File: src/rtl/spi_gen_pkg.sv
// Shared definitions for the generic SPI master: FSM state encoding,
// {cpol,cpha} mode constants and default widths.
package spi_gen_pkg;

    typedef enum logic [1:0] {
        IDLE,
        SETUP,
        XFER,
        HOLD
    } state_t;

    localparam logic [1:0] MODE0 = 2'b00;
    localparam logic [1:0] MODE1 = 2'b01;
    localparam logic [1:0] MODE2 = 2'b10;
    localparam logic [1:0] MODE3 = 2'b11;

    localparam int DEF_DATA_W = 8;
    localparam int DEF_NUM_CS = 4;
    localparam int DEF_DIV_W  = 16;

endpackage

File: src/rtl/spi_gen_tick.sv
// Loadable down-counter: one-cycle tick every (load_val+1) enabled cycles.
// The reload value is kept as load_val itself so an all-ones divider cannot overflow.
module spi_gen_tick #(
    parameter int DIV_W = 16
) (
    input  logic             clk,
    input  logic             reset,
    input  logic             load,
    input  logic [DIV_W-1:0] load_val,
    input  logic             en,
    output logic             tick
);
    logic [DIV_W-1:0] cnt;
    logic [DIV_W-1:0] reload;

    always_ff @(posedge clk) begin
        if (reset) begin
            cnt    <= '0;
            reload <= '0;
        end else if (load) begin
            cnt    <= load_val;
            reload <= load_val;
        end else if (en) begin
            cnt <= (cnt == '0) ? reload : cnt - DIV_W'(1);
        end
    end

    assign tick = en && (cnt == '0);

endmodule

File: src/rtl/spi_master_gen.sv
// Parametrised SPI master with start/ready handshake and all four CPOL/CPHA modes.
// Defining SPI_MASTER_GEN_BURST_EN adds hold_cs to keep a chip select low across transfers.
module spi_master_gen
    import spi_gen_pkg::*;
#(
    parameter int  DATA_W = DEF_DATA_W,
    parameter int  NUM_CS = DEF_NUM_CS,
    parameter int  DIV_W  = DEF_DIV_W,
    localparam int CS_W   = (NUM_CS > 1) ? $clog2(NUM_CS) : 1
) (
    input  logic              clk,
    input  logic              reset,
    input  logic              start,
    input  logic [CS_W-1:0]   cs_sel,
    input  logic [DATA_W-1:0] tx_data,
    input  logic [DIV_W-1:0]  clk_div,
    input  logic              cpol,
    input  logic              cpha,
`ifdef SPI_MASTER_GEN_BURST_EN
    input  logic              hold_cs,
`endif
    output logic              ready,
    output logic [DATA_W-1:0] rx_data,
    output logic              rx_valid,
    output logic              sclk,
    output logic [NUM_CS-1:0] cs_n,
    output logic              mosi,
    input  logic              miso
);
    localparam int              EC_W      = $clog2(2 * DATA_W);
    localparam logic [EC_W-1:0] LAST_EDGE = EC_W'(2 * DATA_W - 1);

    state_t            state;
    state_t            state_nxt;
    logic              tick;
    logic              accept;
    logic              need_gap;
    logic              keep_cs;
    logic              gap_q;
    logic [DATA_W-1:0] tx_sr;
    logic [DATA_W-1:0] rx_sr;
    logic [CS_W-1:0]   sel_q;
    logic              cpol_q;
    logic              cpha_q;
    logic [EC_W-1:0]   edge_cnt;
    logic              edge_tick;
    logic              leading;
    logic              sample_lead;
    logic              sample_now;
    logic              shift_now;

    function automatic logic [NUM_CS-1:0] sel_mask(input logic [CS_W-1:0] s);
        sel_mask = '1;
        for (int i = 0; i < NUM_CS; i++) begin
            if (s == CS_W'(i)) sel_mask[i] = 1'b0;
        end
    endfunction

    assign ready  = (state == IDLE) && !gap_q;
    assign accept = start && ready;

    spi_gen_tick #(
        .DIV_W(DIV_W)
    ) u_tick (
        .clk     (clk),
        .reset   (reset),
        .load    (accept),
        .load_val(clk_div),
        .en      (state != IDLE),
        .tick    (tick)
    );

    // Even edge index = leading edge; CPHA=0 modes sample there, CPHA=1 modes shift there.
    assign edge_tick   = (state == XFER) && tick;
    assign leading     = !edge_cnt[0];
    assign sample_lead = ({cpol_q, cpha_q} == MODE0) || ({cpol_q, cpha_q} == MODE2);
    assign sample_now  = edge_tick && (leading == sample_lead);
    assign shift_now   = edge_tick && (sample_lead ? (!leading && (edge_cnt != LAST_EDGE)) : leading);

    always_ff @(posedge clk) begin
        if (reset) state <= IDLE;
        else       state <= state_nxt;
    end

    always_comb begin
        state_nxt = state;
        case (state)
            IDLE:    if (gap_q || (accept && !need_gap)) state_nxt = SETUP;
            SETUP:   if (tick) state_nxt = XFER;
            XFER:    if (tick && (edge_cnt == LAST_EDGE)) state_nxt = HOLD;
            HOLD:    if (tick) state_nxt = IDLE;
            default: state_nxt = IDLE;
        endcase
    end

    // CPHA=0 preloads the word already shifted, since its MSB goes out at SETUP;
    // CPHA=1 re-presents the MSB on its first leading edge.
    always_ff @(posedge clk) begin
        if (reset) begin
            rx_valid <= 1'b0;
            rx_data  <= '0;
            sclk     <= 1'b0;
            cs_n     <= '1;
            mosi     <= 1'b0;
            tx_sr    <= '0;
            rx_sr    <= '0;
            sel_q    <= '0;
            cpol_q   <= 1'b0;
            cpha_q   <= 1'b0;
            edge_cnt <= '0;
        end else begin
            rx_valid <= 1'b0;
            case (state)
                IDLE: begin
                    sclk <= gap_q ? cpol_q : cpol;
                    if (accept) begin
                        sel_q    <= cs_sel;
                        cpol_q   <= cpol;
                        cpha_q   <= cpha;
                        tx_sr    <= cpha ? tx_data : (tx_data << 1);
                        rx_sr    <= '0;
                        edge_cnt <= '0;
                        mosi     <= tx_data[DATA_W-1];
                        cs_n     <= need_gap ? '1 : sel_mask(cs_sel);
                    end else if (gap_q) begin
                        cs_n <= sel_mask(sel_q);
                    end
                end
                XFER: begin
                    if (tick) begin
                        sclk     <= ~sclk;
                        edge_cnt <= edge_cnt + EC_W'(1);
                        if (sample_now) rx_sr <= {rx_sr[DATA_W-2:0], miso};
                        if (shift_now) begin
                            mosi  <= tx_sr[DATA_W-1];
                            tx_sr <= tx_sr << 1;
                        end
                    end
                end
                HOLD: begin
                    if (tick) begin
                        rx_valid <= 1'b1;
                        rx_data  <= rx_sr;
                        mosi     <= 1'b0;
                        cs_n     <= keep_cs ? cs_n : '1;
                    end
                end
                default: begin
                end
            endcase
        end
    end

`ifdef SPI_MASTER_GEN_BURST_EN
    logic            hold_q;
    logic            held_q;
    logic [CS_W-1:0] held_sel_q;

    assign need_gap = held_q && (cs_sel != held_sel_q);
    assign keep_cs  = hold_q;

    // A held line that must change target gets one deasserted IDLE cycle (gap_q) before SETUP.
    always_ff @(posedge clk) begin
        if (reset) begin
            hold_q     <= 1'b0;
            held_q     <= 1'b0;
            held_sel_q <= '0;
            gap_q      <= 1'b0;
        end else begin
            gap_q <= accept && need_gap;
            if (accept) begin
                hold_q <= hold_cs;
                held_q <= 1'b0;
            end
            if ((state == HOLD) && tick) begin
                held_q     <= hold_q;
                held_sel_q <= sel_q;
            end
        end
    end
`else
    assign need_gap = 1'b0;
    assign keep_cs  = 1'b0;
    assign gap_q    = 1'b0;
`endif

endmodule

File: config.mk
export PLATFORM = sky130hd
export DESIGN_NAME = spi_master_gen
export DESIGN_NICKNAME = d
export VERILOG_FILES = /design/src/rtl/spi_gen_pkg.sv /design/src/rtl/spi_gen_tick.sv /design/src/rtl/spi_master_gen.sv
export SDC_FILE = /design/constraint.sdc
export NUM_CORES = 1
export LEC_CHECK = 0
export BUFFER_PORTS_ARGS = -buffer_cell sky130_fd_sc_hd__buf_2
export CAP_MARGIN = 20
export CORE_UTILIZATION = 50
export CTS_BUF_LIST = sky130_fd_sc_hd__clkbuf_16
export DETAILED_ROUTE_END_ITERATION = 16
export PLACE_DENSITY_LB_ADDON = 0.15
export SYNTH_ARGS = -nofsm -noshare
export SYNTH_HDL_FRONTEND = slang
export SYNTH_SLANG_ARGS = --single-unit
File: constraint.sdc
create_clock -name clk -period 2.3 [get_ports clk]
set_input_delay 0.23 -clock clk [delete_from_list [all_inputs] [get_ports clk]]
set_output_delay 0.23 -clock clk [all_outputs]
set_load 0.01 [all_outputs]
======== Yosys cells after proc, flatten, opt, wreduce, memory -nomap -nowiden ========
Index checks and enable logic that the tools add are counted.
storage, ports and cells
  logic and storage cells ................. 98
  input bits .............................. 32
  register bits ........................... 71
  output and inout port bits .............. 16
operators by class
  $add $sub $neg .......................... 2
  equality and inequality tests ........... 17
  bitwise operators ....................... 2
  multiplexer cells ....................... 36
  reduce and logical (&&, ||, !) cells .... 28
operators with widths
  kind                                                    number
  two-way mux 8 bit                                       7
  two-way mux 16 bit                                      3
  case mux 8 bit (2 select lines)                         2
  logical NOT 16 bit                                      1
  two-way mux 4 bit                                       4
  case mux 4 bit (2 select lines)                         2
  subtractor 16 x 1 -> 16 bit (second input constant)     1
  AND reduction 4 bit                                     3
  two-way mux 1 bit                                       11
  == test 2 bit (second input constant)                   5
  inequality test 2 bit (second input constant)           5
  two-way mux 2 bit                                       4
  case mux 2 bit (4 select lines)                         1
  nonzero test 2 bit                                      4
  logical AND 1 bit                                       7
  logical NOT 2 bit                                       3
  AND reduction 2 bit                                     3
  AND reduction 3 bit                                     2
  AND reduction 5 bit                                     1
  adder 4 x 1 -> 4 bit (second input constant)            1
  == test 2 x 1 -> 1 bit (second input constant)          2
  == test 4 bit (second input constant)                   1
  inequality test 2 x 1 -> 1 bit (second input constant)  2
  inequality test 4 bit (second input constant)           1
  8 further kinds                                         9

======== Longest topological paths before layout ========
  depth in word-level cells ............... 7
  gate-level depth with buffers ........... 9
  depth with buffers taken out ............ 7

======== By module ========
Synthesis repeated with hierarchy kept, for this count alone.
unflattened totals
  cells, all modules ...................... 436
  area total of the unflattened synthesis .. 3721.1 um2
modules (own cells, without submodules)
  module          instances  sequential area each (um2)  cells an instance  area an instance (um2)
  spi_gen_tick    1          640.6                       222                1904.3
  spi_master_gen  1          760.7                       214                1816.7

======== Worst setup path after synthesis ========
Ideal clock, no wire load.
  path kind ............................... reg-to-reg
  from .................................... register state[0]
  to ...................................... register tx_sr[1]
  library setup time ...................... 126 ps
  required time ........................... 2174 ps
  path buffers ............................ 2
  period minus slack after synthesis ...... 2137 ps
  arrival time ............................ 2011 ps
  cell stages (with the launch flop) ...... 10
  setup slack ............................. 163 ps
  cell sequence ........................... dfxtp_1 -> inv_1 -> ha_1 -> buf_2 -> and2_1 -> clkbuf_1 -> nand2_1 -> a221oi_4 -> mux2i_1 -> nor2_1
between the ends
  elaborated cells on any way between the ends .. 13
  those cells by class .................... eq/ne: 4; mux: 1; reduce/logical: 8
RTL lines
  element                                   RTL line               source
  start, declared                           spi_master_gen.sv:33   state_t state;
  start signal, assigned                    spi_master_gen.sv:82   else state <= state_nxt;
  logical NOT 2 bit (*)                     spi_master_gen.sv:59   assign ready = (state == IDLE) && !gap_q;
  named net ready                           spi_master_gen.sv:22   output logic ready,
  logical AND 1 bit                         spi_master_gen.sv:60   assign accept = start && ready;
  inequality test 2 x 1 -> 1 bit (no line)  -
  AND reduction 4 bit (no line)             -
  end signal, assigned                      spi_master_gen.sv:120  tx_sr <= cpha ? tx_data : (tx_data << 1);
  end signal, assigned                      spi_master_gen.sv:136  tx_sr <= tx_sr << 1;
  end, declared                             spi_master_gen.sv:40   logic [DATA_W-1:0] tx_sr;
The timed path passes the listed nets; every way through them passes the cells marked *.
A chain may end at the register's enable or synchronous reset.

======== Worst setup path after layout ========
  from .................................... register u_tick.cnt[8]
  to ...................................... register state[0]
between the ends
  word-level cells in the longest chain between the ends .. 5
  elaborated cells on any way between the ends .. 7
  those cells by class .................... eq/ne: 3; reduce/logical: 4
ends and longest elaborated chain
  element                                   RTL line              source
  start, declared                           spi_gen_tick.sv:13    logic [DIV_W-1:0] cnt;
  start signal, assigned                    spi_gen_tick.sv:21    cnt <= load_val;
  start signal, assigned                    spi_gen_tick.sv:24    cnt <= (cnt == '0) ? reload : cnt - DIV_W'(1);
  logical NOT 16 bit (*)                    spi_gen_tick.sv:28    assign tick = en && (cnt == '0);
  logical AND 1 bit (*)                     spi_gen_tick.sv:28
  logical AND 1 bit                         spi_master_gen.sv:90  XFER: if (tick && (edge_cnt == LAST_EDGE)) state_nxt = HOLD;
  inequality test 2 x 1 -> 1 bit (no line)  -
  AND reduction 4 bit (no line) (*)         -
Mark *: on every way between the ends. The rest lies on a longest branch, timed or not.

==> flow_metrics.env <==
export IMPL_status="finished clean"
export IMPL_maxUsedRoutingLayer="met4"
export IMPL_antenna_cells=0
export IMPL_grt_antenna_before_repair=0
export IMPL_synth_edf_count=0
export IMPL_rr_startpoint="u_tick.cnt[8]"
export IMPL_tightest_slew_ns=0.713
export IMPL_critPathTopFamily="simple AND/OR/NAND/NOR gates"
export IMPL_synth_seq_area_share=0.392
export IMPL_wl_met3_microns=250
export IMPL_netlist_instances=443
export IMPL_cts_tree="done"
export IMPL_drc=0
export IMPL_fillers=630
export IMPL_arrival_ns=2.38
export IMPL_fmax_mhz=467
export IMPL_root_buffer="clkbuf_16"
export IMPL_synth_area_sq_um=3570
export IMPL_io_buffer_count=47
export IMPL_ir_drop_mv=0.647
export IMPL_rows=30
export IMPL_h_tree_depth=3
export IMPL_min_path_cells=3
export IMPL_cp_start_kind="flip-flop"
export IMPL_maxCapViolCount=0
export IMPL_p_per_area_nw_per_um2=1420
export IMPL_clk_path_buf_depth=2
export IMPL_clkLatencyLatePin_ns=0.33
export IMPL_wire_per_inst_microns=14.7
export IMPL_async_reset_ff_frac=0
export IMPL_critPathMaxStageDelay_ns=0.57
export IMPL_place_gp_congestion=0.827
export IMPL_whs_ns=0.145
export IMPL_setup_tns_ns=0
export IMPL_critPathMaxFanout=22
export IMPL_fin_nets=529
export IMPL_holdPathEnd="u_tick.reload[5]"
export IMPL_drt_wl_total_microns=8720
export IMPL_cts_made_buffers=9
export IMPL_multi_input_area_sq_um=2030
export IMPL_initial_core_util=0.523
export IMPL_grt_pass1_wl_microns=14500
export IMPL_grt_pass1_vias=3171
export IMPL_ys_types=57
export IMPL_cp_cell_sequence="nor4_2, nand4_2, buf_4, nor2_1, o21ai_0, a221oi_1"
export IMPL_grt_max_degree=37
export IMPL_p_leak_nw=1.74
export IMPL_required_ns=2.53
export IMPL_grt_overflow=0
export IMPL_avgSynthCellArea_sq_um=8.06
export IMPL_drt_iter0_markers=140
export IMPL_wl_met2_microns=4390
export IMPL_die_h_microns=86.5
export IMPL_pin_count=48
export IMPL_rrSetupSlack_ns=0.16
export IMPL_num_vias=3313
export IMPL_track_usage=0.250
export IMPL_cts_sinks=70
export IMPL_postCtsHoldBufs=0
export IMPL_seqCellArea_sq_um=1400
export IMPL_critPathBufInv=1
export IMPL_ant_nets=0
export IMPL_drive_gt1_frac=0.186
export IMPL_finalSetupViolCount=0
export IMPL_cp_slowest_cell="nor4_2"
export IMPL_timing_final_crit_share=0.932
export IMPL_hpwl_microns=5850
export IMPL_reg2regPathDepth=6
export IMPL_rsz0062_at_grt="false"
export IMPL_vias_per_cell=5.61
export IMPL_finalHoldViolCount=0
export IMPL_syn_nets=482
export IMPL_relSlewSlack=0.525
export IMPL_ys_flop_type="dfxtp_1"
export IMPL_ys_ff_latch=70
export IMPL_min_path_type="input pin to flip-flop"
export IMPL_cp_end_kind="flip-flop"
export IMPL_drtPass1Iterations=4
export IMPL_die_area_sq_um=7480
export IMPL_wl_met1_microns=3860
export IMPL_drv_slew=0
export IMPL_skew_ns=0.00516
export IMPL_die_x_microns=86.5
export IMPL_fin_crit_ns=2.14
export IMPL_area_delta_synth_final_pct=21.4
export IMPL_timing_rr_end="state[0]"
export IMPL_path_class="flip-flop to flip-flop"
export IMPL_yosys_warnings=0
export IMPL_min_delay_start="clk_div[5]"
export IMPL_coreArea_sq_um=6830
export IMPL_path_clk_slew_ns=0.06
==> per-stage QoR <==
| step | util | instance area (sq um) | std cells | setup WS (ns) | power (mW) |
|---|---|---|---|---|---|
| floorplan | - | 3570 | 443 | 0.163 | 3.64 |
| global placement | 0.577 | 3940 | 575 | 0.222 | 4.27 |
| detailed placement | 0.577 | 3940 | 575 | 0.131 | 4.33 |
| CTS | 0.634 | 4330 | 591 | 0.128 | 6.15 |
| global route | 0.635 | 4340 | 591 | 0.00931 | 6.53 |
| finish | 0.635 | 4340 | 591 | 0.157 | 6.15 |
==> layout make-up <==
class	instances	area share
clock buffer	9	0.0519
clock inverter	7	0.0372
inverter	10	0.00866
multi-input combinational	335	0.468
sequential	70	0.323
tap	96	0.0277
timing repair buffer	64	0.0837
==> tightest hold or removal path: cells and delay by family <==
family          cells  cell delay [ns]
buf+inv             1             0.10
simple gates        1             0.05
compound gates      1             0.05
==> state kept, by name, summed over array words and instances (netlist names) <==
name and cells:
edge_cnt 4, rx_sr 8, rx_data 8, state 2
u_tick.reload 16, mosi 1, cpha_q 1, cs_n 4
sclk 1, tx_sr 8, u_tick.cnt 16, rx_valid 1
==> cell usage in the layout, fill, tap and decap left out, types with 2 or more instances in the layout <==
cell,n
o21ai_0,30
o32ai_1,2
o211ai_1,7
nor4_2,2
o22ai_1,4
o21a_1,2
bufinv_16,5
buf_4,17
xor2_1,5
dfxtp_1,70
clkbuf_16,9
nand2b_1,18
o31ai_1,2
mux2_2,4
nor4_1,5
nand4_1,2
xnor2_1,5
nand3_1,19
a211oi_1,2
o31a_1,2
nand2_1,82
a21oi_1,37
nor2_1,27
buf_2,47
or3_1,4
nor2b_1,4
mux2i_1,26
ha_1,7
inv_1,11
nor3_1,9
==> cells in the mapped netlist (4+ instances only) <==
cell type,instances,share of area
buf_2,4,0.0056
clkbuf_1,22,0.023
o21ai_0,30,0.042
ha_1,7,0.025
nand3_1,19,0.027
xnor2_1,5,0.012
mux2_2,4,0.013
nand2b_1,18,0.032
inv_1,10,0.011
nor2b_1,4,0.0070
o211ai_1,7,0.015
nor4_1,5,0.0088
xor2_1,5,0.012
mux2i_1,26,0.073
nor2_1,27,0.028
o22ai_1,4,0.0070
nor3_1,9,0.013
dfxtp_1,70,0.39
a21oi_1,37,0.052
nand2_1,82,0.086
or3_1,4,0.0070
==> per-layer routing <==
layer	vias to the layer above	track usage
met1	1582	0.293
li1	1653	-
met3	18	0.0438
met2	60	0.442
met4	0	0.120
met5	-	0
==> power by group <==
part | internal [mW] | switching, mW
Sequential | 1.50 | 0.278
Combinational | 1.10 | 1.48
Clock | 1.27 | 0.519
==> cell families (layout without fill, tap and decap cells) <==
kind of cell             Yosys count  in the layout  synth area share
AO/OA/AOI/OAI                    104            104             0.185
XOR/XNOR                          10             10            0.0245
adder cells (fa/ha/maj)            7              7            0.0245
buffers and inverters             38             90            0.0413
flip-flops                        70             70             0.392
multiplexers                      30             30            0.0855
AND/OR/NAND/NOR                  184            184             0.247
==> worst max-delay path by stage <==
stage | start | endpoint | slack [ns] | cells past startpoint
2_1_floorplan | state[0] | tx_sr[1] | 0.16 | 9
3_3_place_gp | u_tick.cnt[0] | tx_sr[2] | 0.22 | 8
3_5_place_dp | u_tick.cnt[0] | state[0] | 0.13 | 8
4_1_cts | u_tick.cnt[0] | state[0] | 0.13 | 8
5_1_grt | u_tick.cnt[8] | state[0] | 0.009 | 6
6_report | u_tick.cnt[8] | state[0] | 0.16 | 6
==> what timing repair did <==
action / in CTS / in global routing
setup endpoints to repair: 0 / 18
endpoints found under the hold margin: 0 / 0
buffers inserted: 0 / 0
resized for setup: 0 / 1
Note: power is estimated with default switching activity, not from simulation.
